[config.mk]
export PLATFORM = sky130hd
export DESIGN_NAME = be8_sequencer
export DESIGN_NICKNAME = d
export VERILOG_FILES = /design/src/rtl/be8_pkg.sv /design/src/rtl/be8_edge_detect.sv /design/src/rtl/be8_sequencer.sv
export SDC_FILE = /design/constraint.sdc
export NUM_CORES = 1
export LEC_CHECK = 0
export ABC_AREA = 0
export CORE_UTILIZATION = 39
export CTS_BUF_LIST = sky130_fd_sc_hd__clkbuf_4
export CTS_CLUSTER_DIAMETER = 120
export DETAILED_ROUTE_END_ITERATION = 16
export PLACE_DENSITY = 0.78
export SLEW_MARGIN = 40
export SYNTH_ARGS = -nofsm -noshare
export SYNTH_HDL_FRONTEND = slang
export SYNTH_SLANG_ARGS = --single-unit
[constraint.sdc]
create_clock -name clk -period 1.55 [get_ports clk]
set_input_delay 0.31 -clock clk [delete_from_list [all_inputs] [get_ports clk]]
set_output_delay 0.31 -clock clk [all_outputs]
set_load 0.03 [all_outputs]
[src/rtl/be8_pkg.sv]
// Shared definitions for the be8 CPU control path: control-word bit map,
// idle control word, flag indices and sequencer state encoding.
package be8_pkg;

    localparam int CW_W   = 18;
    localparam int CW_HLT = 17;
    localparam int CW_CE  = 16;
    localparam int CW_SU  = 15;
    localparam int CW_AIN = 14;
    localparam int CW_BIN = 13;
    localparam int CW_OIN = 12;
    localparam int CW_IIN = 11;
    localparam int CW_JN  = 10;
    localparam int CW_FIN = 9;
    localparam int CW_MIN = 8;
    localparam int CW_RI  = 7;
    localparam int CW_AON = 6;
    localparam int CW_BON = 5;
    localparam int CW_ION = 4;
    localparam int CW_CON = 3;
    localparam int CW_EON = 2;
    localparam int CW_RON = 1;
    localparam int CW_NON = 0;

    localparam logic [CW_W-1:0] CW_IDLE = 18'h07F7F;

    localparam int FLG_C = 1;
    localparam int FLG_Z = 0;

    typedef enum logic [0:0] {
        SEQ_RUN  = 1'b0,
        SEQ_HALT = 1'b1
    } seq_state_e;

endpackage

[src/rtl/be8_edge_detect.sv]
// Rising-edge detector with a configurable history reset value, so a level
// already high when reset releases is not mistaken for a new edge.
module be8_edge_detect #(
    parameter logic RST_VAL = 1'b1
) (
    input  logic clk,
    input  logic rst,
    input  logic d,
    output logic rise
);

    logic prev_d;
    logic prev_q;

    // History follows the input every cycle.
    always_comb begin
        prev_d = d;
    end

    // History register.
    always_ff @(posedge clk or posedge rst) begin
        if (rst) begin
            prev_q <= RST_VAL;
        end else begin
            prev_q <= prev_d;
        end
    end

    assign rise = d & ~prev_q;

endmodule

[src/rtl/be8_sequencer.sv]
// Control sequencer for the be8 CPU: IR, flags, microstep counter, halt latch
// and retired-instruction counter, with free-run and single-step advance.
module be8_sequencer
    import be8_pkg::*;
#(
    parameter int STEPS = 4,
    parameter int CNT_W = 16
) (
    input  logic              clk,
    input  logic              rst,
    input  logic              run,
    input  logic              step_pulse,
    input  logic [7:0]        bus_in,
    input  logic [CW_W-1:0]   ctrl,
    input  logic              alu_carry,
    input  logic              alu_zero,
    output logic [3:0]        opcode,
    output logic [3:0]        operand,
    output logic [1:0]        flags,
    output logic [1:0]        step,
    output logic              tick,
    output logic              halted,
    output logic [CNT_W-1:0]  retired
);

    localparam logic [1:0]       LAST_STEP = 2'(STEPS - 1);
    localparam logic [CNT_W-1:0] CNT_MAX   = {CNT_W{1'b1}};

    seq_state_e       state_d, state_q;
    logic [7:0]       ir_d, ir_q;
    logic [1:0]       flags_d, flags_q;
    logic [1:0]       step_d, step_q;
    logic [CNT_W-1:0] retired_d, retired_q;
    logic             step_rise_s;
    logic             adv_s;

    be8_edge_detect #(
        .RST_VAL (1'b1)
    ) u_step_edge (
        .clk  (clk),
        .rst  (rst),
        .d    (step_pulse),
        .rise (step_rise_s)
    );

    // Advance qualification and next-state for all sequencer registers.
    always_comb begin
        state_d   = state_q;
        ir_d      = ir_q;
        flags_d   = flags_q;
        step_d    = step_q;
        retired_d = retired_q;
        adv_s     = !rst && (state_q == SEQ_RUN) && (run || step_rise_s);

        if (adv_s) begin
            if (!ctrl[CW_IIN]) begin
                ir_d = bus_in;
            end else begin
                ir_d = ir_q;
            end

            if (!ctrl[CW_FIN]) begin
                flags_d[FLG_C] = alu_carry;
                flags_d[FLG_Z] = alu_zero;
            end else begin
                flags_d = flags_q;
            end

            // HLT outranks end-of-instruction: step holds and nothing retires.
            if (ctrl[CW_HLT]) begin
                state_d = SEQ_HALT;
            end else if (!ctrl[CW_NON] || (step_q == LAST_STEP)) begin
                step_d = 2'd0;
                if (retired_q == CNT_MAX) begin
                    retired_d = retired_q;
                end else begin
                    retired_d = retired_q + CNT_W'(1);
                end
            end else begin
                step_d = step_q + 2'd1;
            end
        end else begin
            state_d = state_q;
        end
    end

    // Sequencer state; halt is left only through rst.
    always_ff @(posedge clk or posedge rst) begin
        if (rst) begin
            state_q   <= SEQ_RUN;
            ir_q      <= 8'h00;
            flags_q   <= 2'b00;
            step_q    <= 2'd0;
            retired_q <= '0;
        end else begin
            case (state_q)
                SEQ_RUN: begin
                    state_q   <= state_d;
                    ir_q      <= ir_d;
                    flags_q   <= flags_d;
                    step_q    <= step_d;
                    retired_q <= retired_d;
                end
                SEQ_HALT: begin
                    state_q <= SEQ_HALT;
                end
                default: begin
                    state_q <= SEQ_HALT;
                end
            endcase
        end
    end

    logic unused_ctrl_s;
    assign unused_ctrl_s = ^{ctrl[CW_CE:CW_OIN], ctrl[CW_JN], ctrl[CW_MIN:CW_RON]};

    assign opcode  = ir_q[7:4];
    assign operand = ir_q[3:0];
    assign flags   = flags_q;
    assign step    = step_q;
    assign halted  = (state_q == SEQ_HALT);
    assign retired = retired_q;
    assign tick    = adv_s;

endmodule
==> reports/metrics.cfg, run 1 <==
[outcome]
status=complete, but fails checks
violations=setup timing

[floorplan]
coreArea_mm2=0.00342
fp.dieW_um=62.5
fp-row-count=21
die_height_um=62.5
die_area_mm2=0.00390
ios=62
initial_core_util_pct=41.8

[sta]
setup_slack_ns=-0.212
finalCritPeriodShare_pct=114
hold_viol_final=0
slew_headroom_pct=76.6
period_needed_ns=1.76
setup_viol=27
rsz0062_at_grt=true
worst-slew-pin-transition_ns=0.348
slew_violations=0
fmax_ghz=0.568
finClkSkew_ns=0.00346

[clock_tree]
cts.sinks=30
htree_levels=2
ctsHoldBuffers=0
clockBufferDepth=2
clock_latency_ns=0.32
clkTransAtPathRegs_ns=0.08
cts_tree=done
numCtsBuffers=5
root_buffer=clkbuf_4

[layout]
utilization_pct=65.8
drive_above_1_share_pct=36.5
diodes=0
nets=222
nFillCells=293
synthToLayoutAreaGrowth_pct=57.6

[detailed_routing]
wl_mm=3.46
vias=1206
avgRoutedWirePerCell_um=14.7
dr.pass1.iters=4
ant_nets=0
drt-vias-per-instance=5.13
drc=0
drt_iter0_markers=30

[power_and_ir_drop]
internal-power_mw=1.31
total_power_mw=1.98
switching_power_uw=666
powerDensity_mw_per_mm2=881
swShare_pct=33.6
p_leak_nw=1.09
clock_power_share_pct=20.9
ir_worst_vdd_mv=0.457
pwr-share-comb_pct=30.4
p_seq_share_pct=48.7

[critical_path]
critical_path.max_fanout=2
r2r_cells=6
r2r_start=u_step_edge.prev_q$_DFF_PP1_
critPathLaunchType=flip-flop
critical_path_arrival_ns=1.45
criticalPathCategory=reg -> out
r2r_slack_ns=-0.14
end_kind=output pin
regToRegEndpoint=retired[3]$_DFFE_PP0P_
required_ns=1.24
startpoint=u_step_edge.prev_q$_DFF_PP1_
endpoint=tick

[yosys]
ys_types=27
syn_inst=114
yosys.area.top_type=dfrtp_1
synth.most_common_cell=dfrtp_1
synth_edf_count=0
netlist_top_cells_count=dfrtp_1 (29), xor2_1 (15), mux2_2 (11), nor4_1 (8)
syn_area_mm2=0.00143
synth_area_leaders=dfrtp_1 (51%), xor2_1 (9.2%), mux2_2 (8.7%)
ys_warn_count=0
ys_seq_area_share_pct=52.7
avgSynthCellArea_um2=12.5
synthDominantCellAreaShare_pct=50.9
syn-num-nets=148
ys.flop_type=dfrtp_1
synthArstFlopShare_pct=100
synth-seq-cells=30

[global_route]
first_global_vias=1253
grt_pass1_wl_mm=6.13
grtUsageTotal_pct=20.3
grt_overflow=0
grt_max_degree=17
antenna_found_initial=0

[placement]
hpwl_mm=2.44
gp_congestion=0.761
io_buffer_count=47

[min_path]
hold_path.class=in -> reg

[run]
cap_violations=0

==> sequential cells by signal, indices dropped and copies added, names as in the netlist <==
signal              flops
step                    2
halted                  1
ir_q                    8
retired                16
u_step_edge.prev_q      1
flags                   2
==> final cells by class <==
class	instances	area, um2	share of cell area, %
well taps	46	57.6	2.56
clock buffers	5	37.5	1.67
repair buffers	69	623	27.7
clock inverters	3	11.3	0.501
flip-flops and latches	30	768	34.2
multi-input cells	80	743	33.1
inverters	2	7.51	0.334
==> power groups by stage <==
stage	Sequential [mW]	Combinational, mW	Clock, mW
finish	0.964	0.603	0.414
global route	0.986	0.648	0.477
global placement	0.974	0.622	0
CTS	0.963	0.599	0.435
floorplan	1.18	0.116	0
detailed placement	0.981	0.642	0
==> critical path: stages, from the launching register on <==
cell,delay [ns]
dfstp_2,0.52
and2b_2,0.23
nor2_4,0.10
buf_6,0.11
nor3_4,0.03
buf_6,0.13
==> metal layers <==
metal	GRT usage, %	part of all wire (%)	vias up
met2	34.1	51	50
met3	4.93	5.6	4
met1	25.1	42	583
met5	0	0	-
li1	-	-	569
met4	7.85	1.4	0
==> what timing repair did <==
action | in CTS | in global routing
setup endpoints to repair | 49 | 32
setup buffers | 4 | 0
gates resized for setup | 44 | 17
pin swaps | 2 | 2
==> cells in the final DEF, fill, tap and decap left out, types with 4 or more instances in the layout <==
cell             count
clkbuf_4             5
nand3_1              7
xor2_1              15
nor4_1               6
mux2_4               8
nand2_1              4
dlygate4sd2_1       25
dfrtp_1             16
nor3_1               6
nand4_1              5
dfrtp_2             13
buf_6                7
buf_4               16
clkdlybuf4s50_1     17
==> logic make-up after synthesis <==
group	Yosys count	share of synthesized area [%]
AND/OR/NAND/NOR	47	22.4
flip-flops	30	52.7
XOR/XNOR	15	9.21
multiplexers	11	8.68
AO/OA/AOI/OAI	5	3.42
buffers and inverters	4	1.84
adder cells (fa/ha/maj)	2	1.75
==> through the flow <==
stage	hold WS, ns	setup TNS [ns]	instances	instance area [um2]	setup WS (ns)
2_1_floorplan	0.314	-0.00262	114	1470	-0.00134
3_3_place_gp	0.483	-7.84	223	2110	-0.347
3_5_place_dp	0.490	-9.04	223	2110	-0.399
4_1_cts	0.406	-2.27	235	2190	-0.273
5_1_grt	0.397	-3.75	235	2250	-0.274
6_report	0.423	-2.36	235	2250	-0.212
==> worst min path at each step <==
stage                                        end  cells after the start  slack, ns               startpoint
global route        u_step_edge.prev_q$_DFF_PP1_                      1       0.40               step_pulse
detailed placement       retired[15]$_DFFE_PP0P_                      1       0.49  retired[15]$_DFFE_PP0P_
finish              u_step_edge.prev_q$_DFF_PP1_                      1       0.42               step_pulse
CTS                 u_step_edge.prev_q$_DFF_PP1_                      1       0.41               step_pulse
floorplan           u_step_edge.prev_q$_DFF_PP1_                      0       0.31               step_pulse
global placement         retired[15]$_DFFE_PP0P_                      1       0.48  retired[15]$_DFFE_PP0P_
(Power assumes the default switching activity.)
==> run 2, diff against run 1 <==
--- a/config.mk
+++ b/config.mk
@@ -6,6 +6,7 @@
 export NUM_CORES = 1
 export LEC_CHECK = 0
 export ABC_AREA = 0
+export CAP_MARGIN = 20
 export CORE_UTILIZATION = 39
 export CTS_BUF_LIST = sky130_fd_sc_hd__clkbuf_4
 export CTS_CLUSTER_DIAMETER = 120
==> results of run 2 <==
Final layout, timing and power as in run 1 (identical DEF).
